### src/rtl/result_writeback_pkg.sv
// Shared types and constants for the result write-back stage: widths, FSM
// encoding, saturation limits and the lane slicing helper.
package result_writeback_pkg;

   localparam int PARTIAL_SUM_BW = 20;
   localparam int NUM_PE_ROWS    = 8;
   localparam int OUT_BW         = 8;
   localparam int ADDRESSSIZE    = 10;
   localparam int FIFO_DEPTH     = 4;
   localparam int SHIFT_BW       = 5;

   localparam int IN_W   = PARTIAL_SUM_BW * NUM_PE_ROWS;
   localparam int WORD_W = OUT_BW * NUM_PE_ROWS;
   localparam int PTR_W  = $clog2(FIFO_DEPTH);

   // Limits are held at the widened intermediate width so the clamp compares need no casts.
   localparam logic signed [PARTIAL_SUM_BW:0] SAT_MAX = (PARTIAL_SUM_BW+1)'(2**(OUT_BW-1) - 1);
   localparam logic signed [PARTIAL_SUM_BW:0] SAT_MIN = (PARTIAL_SUM_BW+1)'(-(2**(OUT_BW-1)));

   typedef enum logic [1:0] {
      ST_IDLE   = 2'd0,
      ST_ACTIVE = 2'd1,
      ST_DRAIN  = 2'd2,
      ST_DONE   = 2'd3
   } state_t;

   function automatic logic [PARTIAL_SUM_BW-1:0] lane_slice(input logic [IN_W-1:0] vec,
                                                            input int lane);
      return vec[lane*PARTIAL_SUM_BW +: PARTIAL_SUM_BW];
   endfunction

endpackage

### src/rtl/result_writeback_rq_lane.sv
// Combinational requantiser for one lane: optional ReLU, rounding arithmetic
// right shift, then saturation to the signed output width.
module rq_lane
   import result_writeback_pkg::*;
(
   input  logic [PARTIAL_SUM_BW-1:0] x,
   input  logic                      relu_en,
   input  logic [SHIFT_BW-1:0]       shift,
   output logic [OUT_BW-1:0]         y
);

   logic signed [PARTIAL_SUM_BW:0] ext;
   logic signed [PARTIAL_SUM_BW:0] rnd;
   logic signed [PARTIAL_SUM_BW:0] sum;
   logic signed [PARTIAL_SUM_BW:0] r;

   // One extra bit of headroom keeps the rounding add from wrapping at the positive extreme.
   always_comb begin
      ext = {x[PARTIAL_SUM_BW-1], x};
      if (relu_en && x[PARTIAL_SUM_BW-1]) begin
         ext = '0;
      end
      rnd = '0;
      if (shift != '0) begin
         rnd = (PARTIAL_SUM_BW+1)'(1) << (shift - SHIFT_BW'(1));
      end
      sum = ext + rnd;
      r   = sum >>> shift;
      if (r > SAT_MAX) begin
         y = SAT_MAX[OUT_BW-1:0];
      end else if (r < SAT_MIN) begin
         y = SAT_MIN[OUT_BW-1:0];
      end else begin
         y = r[OUT_BW-1:0];
      end
   end

endmodule

### src/rtl/result_writeback.sv
// Requantises multiplier result vectors, packs the lanes into one word and
// writes them to consecutive unified-buffer addresses through a small FIFO.
module result_writeback
   import result_writeback_pkg::*;
(
   input  logic                   clk,
   input  logic                   rstn,
   input  logic                   start,
   input  logic [ADDRESSSIZE-1:0] base_addr,
   input  logic [ADDRESSSIZE-1:0] num_rows,
   input  logic                   relu_en,
   input  logic [SHIFT_BW-1:0]    shift,
   input  logic                   in_valid,
   input  logic [IN_W-1:0]        in_data,
   input  logic                   ub_grant,
   output logic                   ub_we,
   output logic [ADDRESSSIZE-1:0] ub_addr,
   output logic [WORD_W-1:0]      ub_wdata,
   output logic                   busy,
   output logic                   done,
   output logic                   overflow,
   output logic                   stray
);

   state_t state, state_next;

   logic [ADDRESSSIZE-1:0] base_q, rows_q, rx_cnt, wr_cnt;
   logic                   relu_q;
   logic [SHIFT_BW-1:0]    shift_q;

   logic [WORD_W-1:0] rq_word, rq_q;
   logic              rq_valid;

   logic [WORD_W-1:0] mem [FIFO_DEPTH];
   logic [PTR_W:0]    wr_ptr, rd_ptr;
   logic              fifo_empty, fifo_full, pop, push_ok;
   logic              accept, start_ok;

   for (genvar i = 0; i < NUM_PE_ROWS; i++) begin : g_lane
      rq_lane u_rq (
         .x       (lane_slice(in_data, i)),
         .relu_en (relu_q),
         .shift   (shift_q),
         .y       (rq_word[i*OUT_BW +: OUT_BW])
      );
   end

   // The extra pointer bit tells a full FIFO apart from an empty one.
   assign fifo_empty = (wr_ptr == rd_ptr);
   assign fifo_full  = (wr_ptr[PTR_W] != rd_ptr[PTR_W]) &&
                       (wr_ptr[PTR_W-1:0] == rd_ptr[PTR_W-1:0]);
   assign pop        = !fifo_empty && ub_grant;
   assign push_ok    = rq_valid && (!fifo_full || pop);
   assign accept     = (state == ST_ACTIVE) && in_valid;
   assign start_ok   = (state == ST_IDLE) && start;

   assign ub_we    = pop;
   assign ub_addr  = base_q + wr_cnt;
   assign ub_wdata = mem[rd_ptr[PTR_W-1:0]];
   assign busy     = (state == ST_ACTIVE) || (state == ST_DRAIN);

   always_comb begin
      state_next = state;
      case (state)
         ST_IDLE: begin
            if (start) begin
               state_next = (num_rows == '0) ? ST_DONE : ST_ACTIVE;
            end
         end
         ST_ACTIVE: begin
            if (in_valid && (rx_cnt + ADDRESSSIZE'(1) == rows_q)) begin
               state_next = ST_DRAIN;
            end
         end
         ST_DRAIN: begin
            if (!rq_valid && fifo_empty) begin
               state_next = ST_DONE;
            end
         end
         ST_DONE: state_next = ST_IDLE;
         default: state_next = ST_IDLE;
      endcase
   end

   always_ff @(posedge clk or negedge rstn) begin
      if (!rstn) begin
         state    <= ST_IDLE;
         base_q   <= '0;
         rows_q   <= '0;
         relu_q   <= 1'b0;
         shift_q  <= '0;
         rx_cnt   <= '0;
         wr_cnt   <= '0;
         rq_q     <= '0;
         rq_valid <= 1'b0;
         wr_ptr   <= '0;
         rd_ptr   <= '0;
         done     <= 1'b0;
         overflow <= 1'b0;
         stray    <= 1'b0;
         for (int i = 0; i < FIFO_DEPTH; i++) begin
            mem[i] <= '0;
         end
      end else begin
         state    <= state_next;
         done     <= (state == ST_DONE);
         rq_valid <= accept;
         if (accept) begin
            rq_q   <= rq_word;
            rx_cnt <= rx_cnt + ADDRESSSIZE'(1);
         end
         if (push_ok) begin
            mem[wr_ptr[PTR_W-1:0]] <= rq_q;
            wr_ptr                 <= wr_ptr + (PTR_W+1)'(1);
         end
         if (rq_valid && fifo_full && !pop) begin
            overflow <= 1'b1;
         end
         if (pop) begin
            rd_ptr <= rd_ptr + (PTR_W+1)'(1);
            wr_cnt <= wr_cnt + ADDRESSSIZE'(1);
         end
         if (start_ok) begin
            base_q   <= base_addr;
            rows_q   <= num_rows;
            relu_q   <= relu_en;
            shift_q  <= shift;
            rx_cnt   <= '0;
            wr_cnt   <= '0;
            overflow <= 1'b0;
            stray    <= 1'b0;
         end
         // A stray vector in the same cycle as start still marks the new job.
         if (in_valid && state != ST_ACTIVE) begin
            stray <= 1'b1;
         end
      end
   end

endmodule

### config.mk
export PLATFORM = sky130hd
export DESIGN_NAME = result_writeback
export DESIGN_NICKNAME = d
export VERILOG_FILES = /design/src/rtl/result_writeback_pkg.sv /design/src/rtl/result_writeback_rq_lane.sv /design/src/rtl/result_writeback.sv
export SDC_FILE = /design/constraint.sdc
export NUM_CORES = 2
export LEC_CHECK = 0
export ABC_AREA = 1
export BUFFER_PORTS_ARGS = -buffer_cell sky130_fd_sc_hd__buf_4
export CORE_AREA = 2 2 260 262
export DETAILED_ROUTE_END_ITERATION = 8
export DIE_AREA = 0 0 262 264
export PLACE_DENSITY = 0.88
export SYNTH_ARGS = -nofsm -noshare
export SYNTH_HDL_FRONTEND = slang
export SYNTH_SLANG_ARGS = --single-unit
### constraint.sdc
create_clock -name clk -period 4.9 [get_ports clk]
set_input_delay 0.98 -clock clk [delete_from_list [all_inputs] [get_ports clk]]
set_output_delay 0.98 -clock clk [all_outputs]
set_load 0.01 [all_outputs]
==> flow_metrics.py <==
metrics = {
    "cells_and_area": {
        "drive_above_1_share_pct": 15.27,
        "nets": 6419,
        "nFillCells": 6030,
        "syn2layout_area_growth_pct": 13.02,
    },
    "yosys": {
        "async_reset_ff_share_pct": 100.0,
        "synthTopCellsByArea": "dfrtp_1 (25%), nand2_1 (14%), nand3_1 (11%)",
        "yosysMostFrequentCell": "nand2_1",
        "postSynthNetCount": 6198,
        "netlist_area_sq_um": 37540,
        "synth_top_area_cell": "dfrtp_1",
        "synth_enable_flop_cells": 0,
        "yosysTopAreaCellShare_pct": 25.19,
        "ys_ff_latch": 378,
        "syn_inst": 5825,
        "ys.flop_type": "dfrtp_1",
        "yosysSeqAreaShare_pct": 25.19,
        "yosys_warnings": 0,
        "avgSynthCellArea_sq_um": 6.445,
        "yosysUniqueCellTypes": 64,
        "synth_common_cells": "nand2_1 (1406), nand3_1 (859), nor2_1 (681)",
    },
    "timing": {
        "tightest_slew_ns": 1.034,
        "max_freq_mhz": 214.2,
        "fin_tns_setup_ns": 0,
        "final-hold-violation-count": 0,
        "maxSlewHeadroom_pct": 31.04,
        "fin_crit_sh_pct": 95.26,
        "period_needed_ns": 4.668,
        "rsz0062_at_grt": "yes",
        "finClkSkew_ns": 0.02116,
        "maxSlewViolCount": 0,
        "fin_ws_ns": 0.2324,
        "setup_violations": 0,
    },
    "die": {
        "start_util_pct": 56.40,
        "rows": 95,
        "die_y_um": 264,
        "die_w_um": 262,
        "dieArea_sq_um": 69170,
        "coreArea_sq_um": 66560,
        "io_pins": 270,
    },
    "pwr": {
        "switching_power_mw": 16.12,
        "cell_internal_pwr_mw": 13.43,
        "power_density_nw_per_um2": 696.3,
        "netSwitchingFraction_pct": 54.55,
        "ir_drop_mv": 0.4692,
        "p_clk_share_pct": 10.4,
        "combPwrFrac_pct": 69.9,
        "p_leak_nw": 21.60,
        "power_frac_seq_pct": 19.7,
    },
    "place": {
        "hpwl_um": 102900,
        "io_buffers": 269,
        "place_congestion": 1.039,
        "place_ws_ns": -0.06433,
    },
    "drt": {
        "first_pass_iters": 8,
        "drtIter0Drc": 4932,
        "vias": 41714,
        "ant_nets": 0,
        "met2WireLength_um": 61150,
        "finalWirelength_um": 139100,
        "route.detailed.drc": 0,
        "dr_wl_met3_um": 14350,
        "viasPerCell": 6.002,
        "post_drt_wl_per_cell_um": 20.02,
        "top_layer": "met5",
        "drt-met1-wl_um": 55190,
    },
    "critical_path": {
        "crit_chain": "nor2_4 -> buf_4 -> nand2_1 -> nor2_1 -> buf_6 -> ha_1 -> a21oi_1 -> o21ai_0 -> inv_1 -> nor2_1 -> nor3_1 -> nand2_1 -> nand2_2 -> nand2_4 -> inv_2 -> nor2_1 -> inv_1 -> nand2_1 -> a221oi_1 -> nand2_1 -> a21oi_1",
        "crit_path_frequent_cell": "nand2_1",
        "crit_required_ns": 5.38,
        "worstSetupEndpointType": "flip-flop",
        "startpoint_type": "flip-flop",
        "r2r_cells": 21,
        "max_stage_delay_ns": 0.81,
        "worstPathMaxFanout": 7,
        "worstSetupPathType": "flip-flop to flip-flop",
        "cp_slowest_cell": "a221oi_1",
        "cp.arrival_ns": 5.15,
    },
    "status": {
        "status": "finished, final reports clean",
    },
    "clock_tree": {
        "ctsLongestPathBuffers": 3,
        "hold_buffers": 0,
        "cts_max_level": 2,
        "clk_pin_slew_worst_paths_ns": 0.06,
        "clk_latency_ns": 0.55,
        "cts_made_buffers": 38,
        "cts_tree": "done",
        "cts_root_buffer": "clkbuf_16",
        "cts_sinks": 378,
    },
    "grt": {
        "grt_pass1_wl_um": 214000,
        "antenna_found_initial": 7,
        "grt_usage_pct": 39.20,
        "grt_max_degree": 111,
        "grt_overflow": 0,
        "grt_pass1_vias": 39093,
    },
    "job": {
        "drv_cap": 0,
    },
    "min_path": {
        "hp-class": "input pin to async pin",
    },
}
## state kept, by name (all words and copies together) (netlist names)
register,cells
shift_q,5
mem,256
done,1
overflow,1
relu_q,1
rd_ptr,3
base_q,10
rx_cnt,10
rows_q,10
stray,1
rq_q,64
wr_cnt,10
wr_ptr,3
state,2
rq_valid,1
## timing repair
action | in CTS | in global routing
endpoints found under the setup margin | 0 | 55
setup buffers | 0 | 7
resized for setup | 0 | 43
endpoints found under the hold margin | 0 | 0
## logic make-up (layout without fill, tap and decap cells)
logic type / count (synthesis) / after routing / synth area share (%)
other: 0 / 5 / 0
XOR/XNOR: 81 / 81 / 1.890
buffers and inverters: 857 / 1104 / 8.908
flip-flops: 378 / 378 / 25.19
AO/OA/AOI/OAI: 842 / 842 / 12.69
adder cells (fa/ha/maj): 182 / 182 / 6.085
AND/OR/NAND/NOR: 3225 / 3225 / 37.45
multiplexers: 260 / 260 / 7.785
## routing by layer
metal	track usage [%]	up-vias
li1	-	19893
met1	51.75	19302
met2	60.39	2075
met3	7.503	442
met4	21.26	2
met5	0	-
## worst max-delay path: cells and delay by family, from the launching register on
kind	cells	cell delay, ns
compound gates	4	1.32
fa+ha+maj	1	0.35
simple gates	11	1.60
flops	1	0.55
buf+inv	5	0.75
## metrics by stage
step | power [mW] | cell area (sq um) | hold slack, ns | instances | utilization (%)
after detailed placement | 25.50 | 40920 | 0.4781 | 6872 | 61.48
after CTS | 28.81 | 42220 | 0.4855 | 6938 | 63.43
after floorplan | 19.00 | 37540 | 0.4541 | 5825 | -
after global routing | 31.76 | 42430 | 0.5075 | 6948 | 63.74
after global placement | 25.17 | 40920 | 0.4710 | 6872 | 61.48
final | 29.55 | 42430 | 0.4444 | 6950 | 63.75
## cell type report
cell class              count  area (sq um)  area share, %
clock inverters            14         212.7         0.5013
flip-flops and latches    378          9475          22.33
repair buffers            419          3308          7.796
inverters                 619          2341          5.517
multi-input cells        4590         24910          58.70
clock buffers              52          1085          2.556
diodes                      5         12.51        0.02949
well taps                 873          1092          2.574
## power by group through the flow
stage	Sequential, mW	Combinational, mW	Clock (mW)
5_1_grt	5.95	22.6	3.21
2_1_floorplan	5.19	13.8	0
3_3_place_gp	5.63	19.5	0
4_1_cts	5.77	20.0	3.09
6_report	5.82	20.7	3.06
3_5_place_dp	5.76	19.7	0
## layout by cell type (no fill, tap or decap), types with 12 or more instances in the layout
| cell | netlist | routed |
|---|---|---|
| o22ai_1 | 80 | 80 |
| nand3b_1 | 16 | 16 |
| nand3_2 | 25 | 28 |
| o211ai_1 | 22 | 22 |
| nand3_1 | 859 | 855 |
| nand2_4 | 18 | 19 |
| a21oi_1 | 284 | 281 |
| buf_4 | 5 | 401 |
| nand4_1 | 74 | 74 |
| o221ai_1 | 15 | 15 |
| clkbuf_16 | 0 | 39 |
| nand2_2 | 62 | 64 |
| dfrtp_1 | 378 | 373 |
| o21a_1 | 14 | 14 |
| o21ai_0 | 333 | 332 |
| nor2_1 | 681 | 666 |
| inv_2 | 14 | 13 |
| ha_1 | 181 | 180 |
| nand2_1 | 1406 | 1403 |
| mux2_2 | 256 | 256 |
| xor2_1 | 42 | 42 |
| inv_1 | 591 | 588 |
| a31oi_1 | 20 | 20 |
| nor2_2 | 5 | 12 |
| xnor2_1 | 39 | 39 |
| nor3_1 | 56 | 53 |
## worst paths after layout
path,startpoint,endpoint,slack [ns]
worst min-delay path,rstn,mem[27],0.44
worst max-delay path,shift_q[1],rq_q[1],0.23
min in group clk,base_q[3],base_q[3],0.49
max in group asynchronous,rstn,rd_ptr[0],3.31
worst min register to register,base_q[3],base_q[3],0.49
worst max register to register,shift_q[1],rq_q[1],0.23
Note: power is estimated with default switching activity, not from simulation.
